**src/rtl/icnbc_sweep_ctrl_if.sv**
```systemverilog
// Signal bundle between the sweep controller and its surroundings:
// the host config port, one ICNBC search engine and the result sink.
// The controller uses the master view; the host/engine/sink side uses slave.
interface icnbc_sweep_ctrl_if #(
    parameter int NW    = 4,
    parameter int CNT_W = 10
);
    // Host sweep request
    logic            cfg_valid;
    logic            cfg_ready;
    logic [NW-1:0]   cfg_n_lo;
    logic [NW-1:0]   cfg_n_hi;
    logic [NW-1:0]   cfg_ld_lo;
    logic [NW-1:0]   cfg_ld_hi;
    logic            cfg_err;
    logic            abort;

    // Search engine control
    logic            eng_start;
    logic            eng_abort;
    logic [NW-1:0]   eng_n;
    logic [NW-1:0]   eng_min_ld;
    logic            eng_done;
    logic [CNT_W-1:0] eng_count;

    // Result stream
    logic            res_valid;
    logic            res_ready;
    logic [NW-1:0]   res_n;
    logic [NW-1:0]   res_ld;
    logic [CNT_W-1:0] res_count;
    logic            res_timeout;

    // Status
    logic            busy;
    logic            sweep_done;

    modport master (
        input  cfg_valid, cfg_n_lo, cfg_n_hi, cfg_ld_lo, cfg_ld_hi, abort,
        input  eng_done, eng_count, res_ready,
        output cfg_ready, cfg_err, eng_start, eng_abort, eng_n, eng_min_ld,
        output res_valid, res_n, res_ld, res_count, res_timeout, busy, sweep_done
    );

    modport slave (
        output cfg_valid, cfg_n_lo, cfg_n_hi, cfg_ld_lo, cfg_ld_hi, abort,
        output eng_done, eng_count, res_ready,
        input  cfg_ready, cfg_err, eng_start, eng_abort, eng_n, eng_min_ld,
        input  res_valid, res_n, res_ld, res_count, res_timeout, busy, sweep_done
    );
endinterface

```
**src/rtl/icnbc_sweep_ctrl.sv**
```systemverilog
// ICNBC sweep scheduler.
// Walks a rectangular (n, min_ld) grid, ld inner loop and n outer loop,
// launching one engine run per pair and streaming out each codebook size.
// Pairs with min_ld > n need no run: their codebook is the single word, count 1.
module icnbc_sweep_ctrl #(
    parameter int N_MAX   = 8,
    parameter int NW      = 4,
    parameter int CNT_W   = 10,
    parameter int TIMEOUT = 65535
) (
    input  logic                 clk_i,
    input  logic                 rst_n_i,
    icnbc_sweep_ctrl_if.master   bus
);

    localparam int TW = $clog2(TIMEOUT + 1);

    typedef enum logic [2:0] {
        ST_IDLE,
        ST_LAUNCH,
        ST_WAIT,
        ST_EMIT,
        ST_NEXT,
        ST_FINISH
    } state_t;

    state_t            state_q;

    logic [NW-1:0]     n_hi_q;
    logic [NW-1:0]     ld_lo_q;
    logic [NW-1:0]     ld_hi_q;
    logic [NW-1:0]     cur_n_q;
    logic [NW-1:0]     cur_ld_q;
    logic [TW-1:0]     wait_cnt_q;

    logic              cfg_err_q;
    logic              eng_start_q;
    logic              eng_abort_q;
    logic              sweep_done_q;
    logic              res_valid_q;
    logic [NW-1:0]     res_n_q;
    logic [NW-1:0]     res_ld_q;
    logic [CNT_W-1:0]  res_count_q;
    logic              res_timeout_q;

    logic              cfg_ok_d;
    logic              last_pair_d;
    logic [NW-1:0]     cur_n_d;
    logic [NW-1:0]     cur_ld_d;
    logic [TW-1:0]     wait_cnt_d;
    logic              timeout_hit_d;

    // Request legality, next grid position and wait-counter expiry
    always_comb begin
        cfg_ok_d = (bus.cfg_n_lo != '0)
                && (bus.cfg_ld_lo != '0)
                && (bus.cfg_n_lo <= bus.cfg_n_hi)
                && (bus.cfg_n_hi <= NW'(N_MAX))
                && (bus.cfg_ld_lo <= bus.cfg_ld_hi);

        last_pair_d = (cur_n_q == n_hi_q) && (cur_ld_q == ld_hi_q);

        cur_n_d  = cur_n_q;
        cur_ld_d = cur_ld_q + NW'(1);
        if (cur_ld_q >= ld_hi_q) begin
            cur_n_d  = cur_n_q + NW'(1);
            cur_ld_d = ld_lo_q;
        end

        wait_cnt_d    = wait_cnt_q + TW'(1);
        timeout_hit_d = (wait_cnt_d == TW'(TIMEOUT));
    end

    // Sweep sequencer; every pulse and result field is a register so the
    // engine and the result sink see glitch-free outputs. eng_start is
    // raised on the edge that enters LAUNCH, so it is high during LAUNCH.
    // Reset does not pulse eng_abort because the engine is reset alongside.
    always_ff @(posedge clk_i) begin
        if (!rst_n_i) begin
            state_q       <= ST_IDLE;
            n_hi_q        <= '0;
            ld_lo_q       <= '0;
            ld_hi_q       <= '0;
            cur_n_q       <= '0;
            cur_ld_q      <= '0;
            wait_cnt_q    <= '0;
            cfg_err_q     <= 1'b0;
            eng_start_q   <= 1'b0;
            eng_abort_q   <= 1'b0;
            sweep_done_q  <= 1'b0;
            res_valid_q   <= 1'b0;
            res_n_q       <= '0;
            res_ld_q      <= '0;
            res_count_q   <= '0;
            res_timeout_q <= 1'b0;
        end else begin
            cfg_err_q    <= 1'b0;
            eng_start_q  <= 1'b0;
            eng_abort_q  <= 1'b0;
            sweep_done_q <= 1'b0;

            if (bus.abort && (state_q != ST_IDLE) && (state_q != ST_FINISH)) begin
                eng_abort_q  <= (state_q == ST_WAIT);
                res_valid_q  <= 1'b0;
                sweep_done_q <= 1'b1;
                state_q      <= ST_FINISH;
            end else begin
                case (state_q)
                    ST_IDLE: begin
                        if (bus.cfg_valid) begin
                            if (cfg_ok_d) begin
                                n_hi_q      <= bus.cfg_n_hi;
                                ld_lo_q     <= bus.cfg_ld_lo;
                                ld_hi_q     <= bus.cfg_ld_hi;
                                cur_n_q     <= bus.cfg_n_lo;
                                cur_ld_q    <= bus.cfg_ld_lo;
                                eng_start_q <= (bus.cfg_ld_lo <= bus.cfg_n_lo);
                                state_q     <= ST_LAUNCH;
                            end else begin
                                cfg_err_q   <= 1'b1;
                            end
                        end
                    end

                    ST_LAUNCH: begin
                        if (cur_ld_q > cur_n_q) begin
                            res_n_q       <= cur_n_q;
                            res_ld_q      <= cur_ld_q;
                            res_count_q   <= CNT_W'(1);
                            res_timeout_q <= 1'b0;
                            res_valid_q   <= 1'b1;
                            state_q       <= ST_EMIT;
                        end else begin
                            wait_cnt_q    <= '0;
                            state_q       <= ST_WAIT;
                        end
                    end

                    ST_WAIT: begin
                        if (bus.eng_done) begin
                            res_n_q       <= cur_n_q;
                            res_ld_q      <= cur_ld_q;
                            res_count_q   <= bus.eng_count;
                            res_timeout_q <= 1'b0;
                            res_valid_q   <= 1'b1;
                            state_q       <= ST_EMIT;
                        end else if (timeout_hit_d) begin
                            eng_abort_q   <= 1'b1;
                            res_n_q       <= cur_n_q;
                            res_ld_q      <= cur_ld_q;
                            res_count_q   <= '0;
                            res_timeout_q <= 1'b1;
                            res_valid_q   <= 1'b1;
                            state_q       <= ST_EMIT;
                        end else begin
                            wait_cnt_q    <= wait_cnt_d;
                        end
                    end

                    ST_EMIT: begin
                        if (bus.res_ready) begin
                            res_valid_q <= 1'b0;
                            state_q     <= ST_NEXT;
                        end
                    end

                    ST_NEXT: begin
                        if (last_pair_d) begin
                            sweep_done_q <= 1'b1;
                            state_q      <= ST_FINISH;
                        end else begin
                            cur_n_q     <= cur_n_d;
                            cur_ld_q    <= cur_ld_d;
                            eng_start_q <= (cur_ld_d <= cur_n_d);
                            state_q     <= ST_LAUNCH;
                        end
                    end

                    ST_FINISH: begin
                        state_q <= ST_IDLE;
                    end

                    default: begin
                        state_q <= ST_IDLE;
                    end
                endcase
            end
        end
    end

    assign bus.cfg_ready   = (state_q == ST_IDLE);
    assign bus.busy        = (state_q != ST_IDLE);
    assign bus.cfg_err     = cfg_err_q;
    assign bus.eng_start   = eng_start_q;
    assign bus.eng_abort   = eng_abort_q;
    assign bus.eng_n       = cur_n_q;
    assign bus.eng_min_ld  = cur_ld_q;
    assign bus.res_valid   = res_valid_q;
    assign bus.res_n       = res_n_q;
    assign bus.res_ld      = res_ld_q;
    assign bus.res_count   = res_count_q;
    assign bus.res_timeout = res_timeout_q;
    assign bus.sweep_done  = sweep_done_q;

endmodule
```
**src/flat_wrapper.sv**
```systemverilog
// flat-port wrapper written by rule: the top's interface ports become plain ports
module icnbc_sweep_ctrl_flat 
#(
    parameter int N_MAX   = 8,
    parameter int NW      = 4,
    parameter int CNT_W   = 10,
    parameter int TIMEOUT = 65535
)
  (clk_i, rst_n_i, bus_cfg_valid, bus_cfg_n_lo, bus_cfg_n_hi, bus_cfg_ld_lo, bus_cfg_ld_hi, bus_abort, bus_eng_done, bus_eng_count, bus_res_ready, bus_cfg_ready, bus_cfg_err, bus_eng_start, bus_eng_abort, bus_eng_n, bus_eng_min_ld, bus_res_valid, bus_res_n, bus_res_ld, bus_res_count, bus_res_timeout, bus_busy, bus_sweep_done);
  icnbc_sweep_ctrl_if #(.NW(NW), .CNT_W(CNT_W)) bus_i ();
  input  logic clk_i;
  input  logic rst_n_i;
  input wire logic [$bits(bus_i.cfg_valid)-1:0] bus_cfg_valid;
  input wire logic [$bits(bus_i.cfg_n_lo)-1:0] bus_cfg_n_lo;
  input wire logic [$bits(bus_i.cfg_n_hi)-1:0] bus_cfg_n_hi;
  input wire logic [$bits(bus_i.cfg_ld_lo)-1:0] bus_cfg_ld_lo;
  input wire logic [$bits(bus_i.cfg_ld_hi)-1:0] bus_cfg_ld_hi;
  input wire logic [$bits(bus_i.abort)-1:0] bus_abort;
  input wire logic [$bits(bus_i.eng_done)-1:0] bus_eng_done;
  input wire logic [$bits(bus_i.eng_count)-1:0] bus_eng_count;
  input wire logic [$bits(bus_i.res_ready)-1:0] bus_res_ready;
  output wire logic [$bits(bus_i.cfg_ready)-1:0] bus_cfg_ready;
  output wire logic [$bits(bus_i.cfg_err)-1:0] bus_cfg_err;
  output wire logic [$bits(bus_i.eng_start)-1:0] bus_eng_start;
  output wire logic [$bits(bus_i.eng_abort)-1:0] bus_eng_abort;
  output wire logic [$bits(bus_i.eng_n)-1:0] bus_eng_n;
  output wire logic [$bits(bus_i.eng_min_ld)-1:0] bus_eng_min_ld;
  output wire logic [$bits(bus_i.res_valid)-1:0] bus_res_valid;
  output wire logic [$bits(bus_i.res_n)-1:0] bus_res_n;
  output wire logic [$bits(bus_i.res_ld)-1:0] bus_res_ld;
  output wire logic [$bits(bus_i.res_count)-1:0] bus_res_count;
  output wire logic [$bits(bus_i.res_timeout)-1:0] bus_res_timeout;
  output wire logic [$bits(bus_i.busy)-1:0] bus_busy;
  output wire logic [$bits(bus_i.sweep_done)-1:0] bus_sweep_done;
  assign bus_i.cfg_valid = bus_cfg_valid;
  assign bus_i.cfg_n_lo = bus_cfg_n_lo;
  assign bus_i.cfg_n_hi = bus_cfg_n_hi;
  assign bus_i.cfg_ld_lo = bus_cfg_ld_lo;
  assign bus_i.cfg_ld_hi = bus_cfg_ld_hi;
  assign bus_i.abort = bus_abort;
  assign bus_i.eng_done = bus_eng_done;
  assign bus_i.eng_count = bus_eng_count;
  assign bus_i.res_ready = bus_res_ready;
  assign bus_cfg_ready = bus_i.cfg_ready;
  assign bus_cfg_err = bus_i.cfg_err;
  assign bus_eng_start = bus_i.eng_start;
  assign bus_eng_abort = bus_i.eng_abort;
  assign bus_eng_n = bus_i.eng_n;
  assign bus_eng_min_ld = bus_i.eng_min_ld;
  assign bus_res_valid = bus_i.res_valid;
  assign bus_res_n = bus_i.res_n;
  assign bus_res_ld = bus_i.res_ld;
  assign bus_res_count = bus_i.res_count;
  assign bus_res_timeout = bus_i.res_timeout;
  assign bus_busy = bus_i.busy;
  assign bus_sweep_done = bus_i.sweep_done;
  icnbc_sweep_ctrl #(.N_MAX(N_MAX), .NW(NW), .CNT_W(CNT_W), .TIMEOUT(TIMEOUT)) u_core (.clk_i(clk_i), .rst_n_i(rst_n_i), .bus(bus_i));
endmodule
```
**config.mk**
```make
export PLATFORM = sky130hd
export DESIGN_NAME = icnbc_sweep_ctrl_flat
export DESIGN_NICKNAME = d
export VERILOG_FILES = /design/src/rtl/icnbc_sweep_ctrl_if.sv /design/src/rtl/icnbc_sweep_ctrl.sv /design/src/flat_wrapper.sv
export SDC_FILE = /design/constraint.sdc
export NUM_CORES = 1
export LEC_CHECK = 0
export ABC_AREA = 1
export CORE_MARGIN = 1
export CORE_UTILIZATION = 45
export CTS_BUF_LIST = sky130_fd_sc_hd__clkbuf_4 sky130_fd_sc_hd__clkbuf_8
export DETAILED_ROUTE_END_ITERATION = 10
export PLACE_DENSITY = 0.66
export SLEW_MARGIN = 20
export SYNTH_ARGS = -nofsm -noshare
export SYNTH_HDL_FRONTEND = slang
export SYNTH_SLANG_ARGS = --single-unit
export TNS_END_PERCENT = 10
```
**constraint.sdc**
```tcl
create_clock -name clk_i -period 2.7 [get_ports clk_i]
set_clock_uncertainty 0.05 [all_clocks]
set_input_delay 0.54 -clock clk_i [delete_from_list [all_inputs] [get_ports clk_i]]
set_output_delay 0.54 -clock clk_i [all_outputs]
set_load 0.03 [all_outputs]
```
## Word level (Yosys, flattened, before mapping)

Index checks and enable logic that the tools add are counted.

| operators by class | value |
|---|---|
| add/sub/neg operators | 3 |
| $lt $le $gt $ge | 7 |
| equal/unequal tests | 21 |
| mux-type cells | 55 |
| bitwise logic cells | 4 |
| reduce and logical (&&, ||, !) cells | 23 |

Operators with widths:

| kind | count |
|---|---|
| $mux 4 | 14 |
| $mux 16 | 3 |
| $pmux 16 s2 | 1 |
| $pmux 4 s2 | 4 |
| $mux 10 | 3 |
| $mux 3 | 7 |
| $pmux 10 s2 | 1 |
| $reduce_and 4->1 | 5 |
| $mux 1 | 18 |
| $add 16x1->16 const B | 1 |
| $eq 16x16->1 const B | 1 |
| $le 4x4->1 | 4 |
| $pmux 3 s5 | 1 |
| $ne 2x2->1 const B | 6 |
| $reduce_and 5->1 | 2 |
| $ne 3x2->1 const B | 3 |
| $add 4x1->4 const B | 2 |
| $eq 4x4->1 | 2 |
| $reduce_bool 4->1 | 2 |
| $logic_and 1x1->1 | 7 |
| $eq 3x2->1 const B | 2 |
| $reduce_bool 3->1 | 2 |
| $ge 4x4->1 | 1 |
| $gt 4x4->1 | 1 |
| 14 further kinds | 20 |

| storage, ports and cells | value |
|---|---|
| bits in registers | 63 |
| bits of input ports | 32 |
| output and inout port bits | 34 |
| word-level logic and storage cells | 130 |

## Longest topological paths before layout

Gate-level depths: netlist of run 1.

| depth | value |
|---|---|
| word-level depth | 9 |
| gate-level depth with buffers | 18 |
| depth with buffers taken out | 17 |

## Worst setup path after synthesis of run 1

OpenSTA, ideal clock, no wires.

| path | value |
|---|---|
| kind | register to register |
| start | reg u_core.cur_ld_q[0], in the netlist u_core.bus.eng_min_ld[0] |
| end | reg u_core.eng_start_q, in the netlist u_core.bus.eng_start |
| arrival | 2,488 ps |
| data required time | 2,534 ps |
| setup slack | 46 ps |
| stages on the path, launching flop included | 17 |
| path buffers | 1 |
| path through | dfxtp_1 > inv_1 > ha_1 > nand3_1 > nand3_1 > clkbuf_1 > nand2_1 > xor2_1 > inv_1 > ha_1 > nand2_1 > inv_1 > o21ai_0 > a32oi_1 > nor2_1 > nand2_1 > a21oi_1 |

| on the way | value |
|---|---|
| word-level cells in the longest chain between the ends | 5 |
| elaborated cells between the ends (all ways) | 9 |
| those cells by class | 1 x add/sub; 2 x order compare; 1 x eq/ne; 4 x mux; 1 x reduce/logical |

Ends and longest elaborated chain:

| what | line | text |
|---|---|---|
| start: declaration | icnbc_sweep_ctrl.sv:33 | `logic [NW-1:0] cur_ld_q;` |
| start signal: assignment | icnbc_sweep_ctrl.sv:116 | `cur_ld_q <= bus.cfg_ld_lo;` |
| start signal: assignment | icnbc_sweep_ctrl.sv:173 | `cur_ld_q <= cur_ld_d;` |
| $add 4x1->4 / $ge 4x4->1 (equally long branches) | icnbc_sweep_ctrl.sv:64, icnbc_sweep_ctrl.sv:65 |  |
| $mux 4 | icnbc_sweep_ctrl.sv:65 | `if (cur_ld_q >= ld_hi_q) begin` |
| $le 4x4->1 | icnbc_sweep_ctrl.sv:174 | `eng_start_q <= (cur_ld_d <= cur_n_d);` |
| $mux 1 * | icnbc_sweep_ctrl.sv:168 | `if (last_pair_d) begin` |
| $pmux 1 s2 * | icnbc_sweep_ctrl.sv:108 | `case (state_q)` |
| end signal: assignment | icnbc_sweep_ctrl.sv:117 | `eng_start_q <= (bus.cfg_ld_lo <= bus.cfg_n_lo);` |
| end signal: assignment | icnbc_sweep_ctrl.sv:174 |  |
| end: declaration | icnbc_sweep_ctrl.sv:37 | `logic eng_start_q;` |

Every way passes the cells marked *; elsewhere a longest branch is shown, timed or not.
A chain may end at the register's enable or synchronous reset.

## Worst setup path in the final report of run 1

| path | value |
|---|---|
| start | reg u_core.ld_hi_q[1] |
| end | reg u_core.eng_start_q, in the netlist u_core.bus.eng_start |

| on the way | value |
|---|---|
| word-level cells in the longest chain between the ends | 5 |
| elaborated cells between the ends (all ways) | 8 |
| those cells by class | 2 x order compare; 1 x eq/ne; 4 x mux; 1 x reduce/logical |

Ends and longest elaborated chain:

| what | line | text |
|---|---|---|
| start: declaration | icnbc_sweep_ctrl.sv:31 | `logic [NW-1:0] ld_hi_q;` |
| start signal: assignment | icnbc_sweep_ctrl.sv:114 | `ld_hi_q <= bus.cfg_ld_hi;` |
| $ge 4x4->1 | icnbc_sweep_ctrl.sv:65 |  |
| $mux 4 | icnbc_sweep_ctrl.sv:65 |  |
| $le 4x4->1 | icnbc_sweep_ctrl.sv:174 |  |
| $mux 1 * | icnbc_sweep_ctrl.sv:168 |  |
| $pmux 1 s2 * | icnbc_sweep_ctrl.sv:108 |  |

Marks and branches as above.

==> impl_metrics.env, run 1 <==
export IMPL_synth_top_family_by_area="simple AND/OR/NAND/NOR gates"
export IMPL_worstSkewPairLatency_ns=0.34
export IMPL_diodes=0
export IMPL_synth_seq_area_share_pct=31.2
export IMPL_place_ws_ns=-0.164
export IMPL_cellPowerDensity_nw_per_um2=953
export IMPL_yosys_warnings=0
export IMPL_endpoint_kind="flip-flop"
export IMPL_dpl_cell_area_um2=4980
export IMPL_power_mw=4.96
export IMPL_cp_data_arrival_time_ns=2.77
export IMPL_initial_core_util_pct=46.4
export IMPL_synth_simple_area_share_pct=32.5
export IMPL_maxCapViolations=0
export IMPL_n_fill_cell=853
export IMPL_tightest_slew_ns=0.533
export IMPL_layout_common_cells="nand2_1 (159), inv_1 (92), nor2_1 (71), clkdlybuf4s50_1 (65), dfxtp_1 (63)"
export IMPL_p_leak_nw=2.28
export IMPL_die_area_um2=9370
export IMPL_hold_class="flip-flop to flip-flop"
export IMPL_final_max_slew_viol_count=0
export IMPL_grt_busiest_layer="met2"
export IMPL_setup_viol=0
export IMPL_viasPerCell=5.00
export IMPL_num_io_pins=66
export IMPL_rows=34
export IMPL_syn2layout_area_growth_pct=28.6
export IMPL_worst_setup_path_type="flip-flop to flip-flop"
export IMPL_die_h_um=96.8
export IMPL_dieWidth_um=96.8
export IMPL_yosys_cell_types_count=37
export IMPL_postCtsHoldBufs=0
export IMPL_cts_tree="yes"
export IMPL_dp_hpwl_mm=7.84
export IMPL_status="finished, final reports clean"
export IMPL_synth_xor_area_share_pct=2.17
export IMPL_ir_drop_mv=0.672
export IMPL_synth_compound_area_share_pct=13.7
export IMPL_routed_via_count=4115
export IMPL_drc=0
export IMPL_met1_usage_pct=28.0
export IMPL_gp_congestion=0.883
export IMPL_finalCritPeriodShare_pct=94.6
export IMPL_dr_pass1_iters=5
export IMPL_stdcell_area_um2=5200
export IMPL_clk_pin_slew_worst_paths_ns=0.07
export IMPL_avgRoutedWirePerCell_um=12.8
export IMPL_ctsResizeCount=0
export IMPL_cts_buffers=9
export IMPL_timing_final_ws_setup_ns=0.146
export IMPL_crit_path_end="u_core.bus.eng_start"
export IMPL_grt_pass1_wl_mm=17.7
export IMPL_reg2reg_to="u_core.bus.eng_start"
export IMPL_critPathLaunchType="flip-flop"
export IMPL_fmax_mhz=392
export IMPL_use_met2_pct=40.0
export IMPL_final_nets=773
export IMPL_max_slew_margin_pct=64.1
export IMPL_groute_usage_overall_pct=22.8
export IMPL_cts_buffer_depth=2
export IMPL_cts_root_buf="clkbuf_8"
export IMPL_syn_num_nets=682
export IMPL_clock_sinks=63
export IMPL_port_buffer_count=65
export IMPL_rr_worst_depth=15
export IMPL_final_common_cell="nand2_1"
export IMPL_startpoint="u_core.ld_hi_q[1]"
export IMPL_postCtsSetupRepairBufs=0
export IMPL_antenna_found_initial=0
export IMPL_cts_htree_levels=3
export IMPL_rr_startpoint="u_core.ld_hi_q[1]"
export IMPL_grt_start_max_net_pins=37
export IMPL_syn_inst=622
export IMPL_gr_usage_met3_pct=4.48
export IMPL_setup_tns_ns=0
export IMPL_cp_max_fo=5
export IMPL_synth_mux_area_share_pct=0.279
export IMPL_drt_wl_total_mm=10.5
export IMPL_drt_iter0_drc=147
export IMPL_synthAdderAreaFrac_pct=8.67
export IMPL_synth_avg_cell_area_um2=6.50
export IMPL_grt_pass1_vias=3887
export IMPL_timing_final_crit_period_ns=2.55
export IMPL_drive_above_1_share_pct=12.0
export IMPL_finalHoldViolations=0
export IMPL_syn_cell_area_um2=4040
export IMPL_r2r_slack_ns=0.15
export IMPL_crit_required_ns=2.91
export IMPL_ys_seq_elements=63
export IMPL_grt_remaining_overflow=0
export IMPL_coreArea_um2=8720
export IMPL_postRouteAntennaNets=0
critical path, stage by stage (launching register included):
cell     delay, ns
dfxtp_1       0.33
inv_1         0.07
ha_4          0.28
inv_1         0.04
nor2_1        0.12
o21ai_2       0.11
nand3_4       0.13
mux2_2        0.37
ha_1          0.31
inv_1         0.06
nor2_1        0.04
o21ai_0       0.15
a32oi_1       0.09
nor2_1        0.11
nand2_1       0.05
a21oi_1       0.16
how the worst min path moves through the flow:
stage / from / end / slack [ns] / cells after the start
final: u_core.bus.res_valid / u_core.bus.res_valid / 0.42 / 2
after detailed placement: u_core.bus.res_valid / u_core.bus.res_valid / 0.41 / 2
after floorplan: u_core.wait_cnt_q[15] / u_core.wait_cnt_q[15] / 0.40 / 2
after CTS: u_core.bus.res_valid / u_core.bus.res_valid / 0.42 / 2
after global placement: u_core.bus.res_timeout / u_core.bus.res_timeout / 0.40 / 2
after global routing: u_core.bus.res_valid / u_core.bus.res_valid / 0.45 / 2
sequential cells by signal, indices dropped and copies added, names as in the netlist, 3 cells and up:
name                   flops
u_core.ld_lo_q             4
u_core.bus.res_ld          4
u_core.bus.res_n           4
u_core.ld_hi_q             4
u_core.state_q             3
u_core.bus.eng_min_ld      4
u_core.bus.res_count      10
u_core.bus.eng_n           4
u_core.n_hi_q              4
u_core.wait_cnt_q         16
report_power, final:
group / switching [mW] / internal, mW
Sequential: 0.121 / 1.11
Clock: 0.360 / 0.350
Combinational: 1.86 / 1.15
Total: 2.35 / 2.61
synthesized netlist by cell type:
master	number	share of area [%]
nor2_4	1	0.28
o21ai_0	35	4.3
o31ai_1	1	0.19
xnor2_1	3	0.65
o21bai_1	1	0.19
a22oi_1	1	0.19
nor3_2	2	0.50
nand3b_1	2	0.37
nor2_2	5	0.77
a21oi_1	52	6.4
o21ai_1	10	1.2
a21boi_0	1	0.19
o21a_1	1	0.19
a32oi_1	1	0.22
nand3_2	3	0.74
nor3_1	1	0.12
nor2_1	71	6.6
nand2_2	16	2.5
clkbuf_1	10	0.93
inv_1	94	8.7
a32o_1	1	0.25
buf_6	3	0.84
a21boi_2	1	0.28
nand3_1	23	2.8
clkinv_1	1	0.093
nand2_4	1	0.28
nand3_4	1	0.43
nor4_1	1	0.15
dfxtp_1	63	31
xor2_1	7	1.5
and2_1	1	0.15
ha_1	28	8.7
nand4_1	13	2.0
mux2_2	1	0.28
nand2_1	159	15
inv_2	4	0.37
buf_4	3	0.56
stage by stage:
stage                     std cells  util (%)  hold slack (ns)
after floorplan                 622         -            0.401
after global placement          809      57.2            0.404
after detailed placement        809      57.2            0.410
after CTS                       822      58.9            0.422
after global routing            823      59.6            0.450
final                           823      59.6            0.416
per-layer routing:
layer	wire (um)	share of wire (%)
met5	0	0
met4	163	1.6
met3	390	3.7
met2	5200	50
met1	4750	45
cell type report:
| class | count | area, um2 | area share, % |
|---|---|---|---|
| tap | 108 | 135 | 2.60 |
| timing repair buffer | 95 | 901 | 17.3 |
| clock buffer | 11 | 145 | 2.79 |
| sequential | 63 | 1260 | 24.3 |
| multi-input combinational | 445 | 2380 | 45.7 |
| inverter | 99 | 372 | 7.15 |
| clock inverter | 2 | 10.0 | 0.192 |
kinds of logic (layout without fill, tap and decap cells):
group,count (synthesis),after routing
AND/OR/NAND/NOR,300,301
buffers and inverters,115,207
AO/OA/AOI/OAI,105,105
flip-flops,63,63
adder cells (fa/ha/maj),28,28
XOR/XNOR,10,10
multiplexers,1,1
Note: power is estimated with default switching activity, not from simulation.
==> inputs of run 2 (changes only) <==
--- a/config.mk
+++ b/config.mk
@@ -11,7 +11,6 @@
 export CTS_BUF_LIST = sky130_fd_sc_hd__clkbuf_4 sky130_fd_sc_hd__clkbuf_8
 export DETAILED_ROUTE_END_ITERATION = 10
 export PLACE_DENSITY = 0.66
-export SLEW_MARGIN = 20
 export SYNTH_ARGS = -nofsm -noshare
 export SYNTH_HDL_FRONTEND = slang
 export SYNTH_SLANG_ARGS = --single-unit
==> results of run 2 <==
The final DEF is identical to that of run 1; final timing and power are the same.
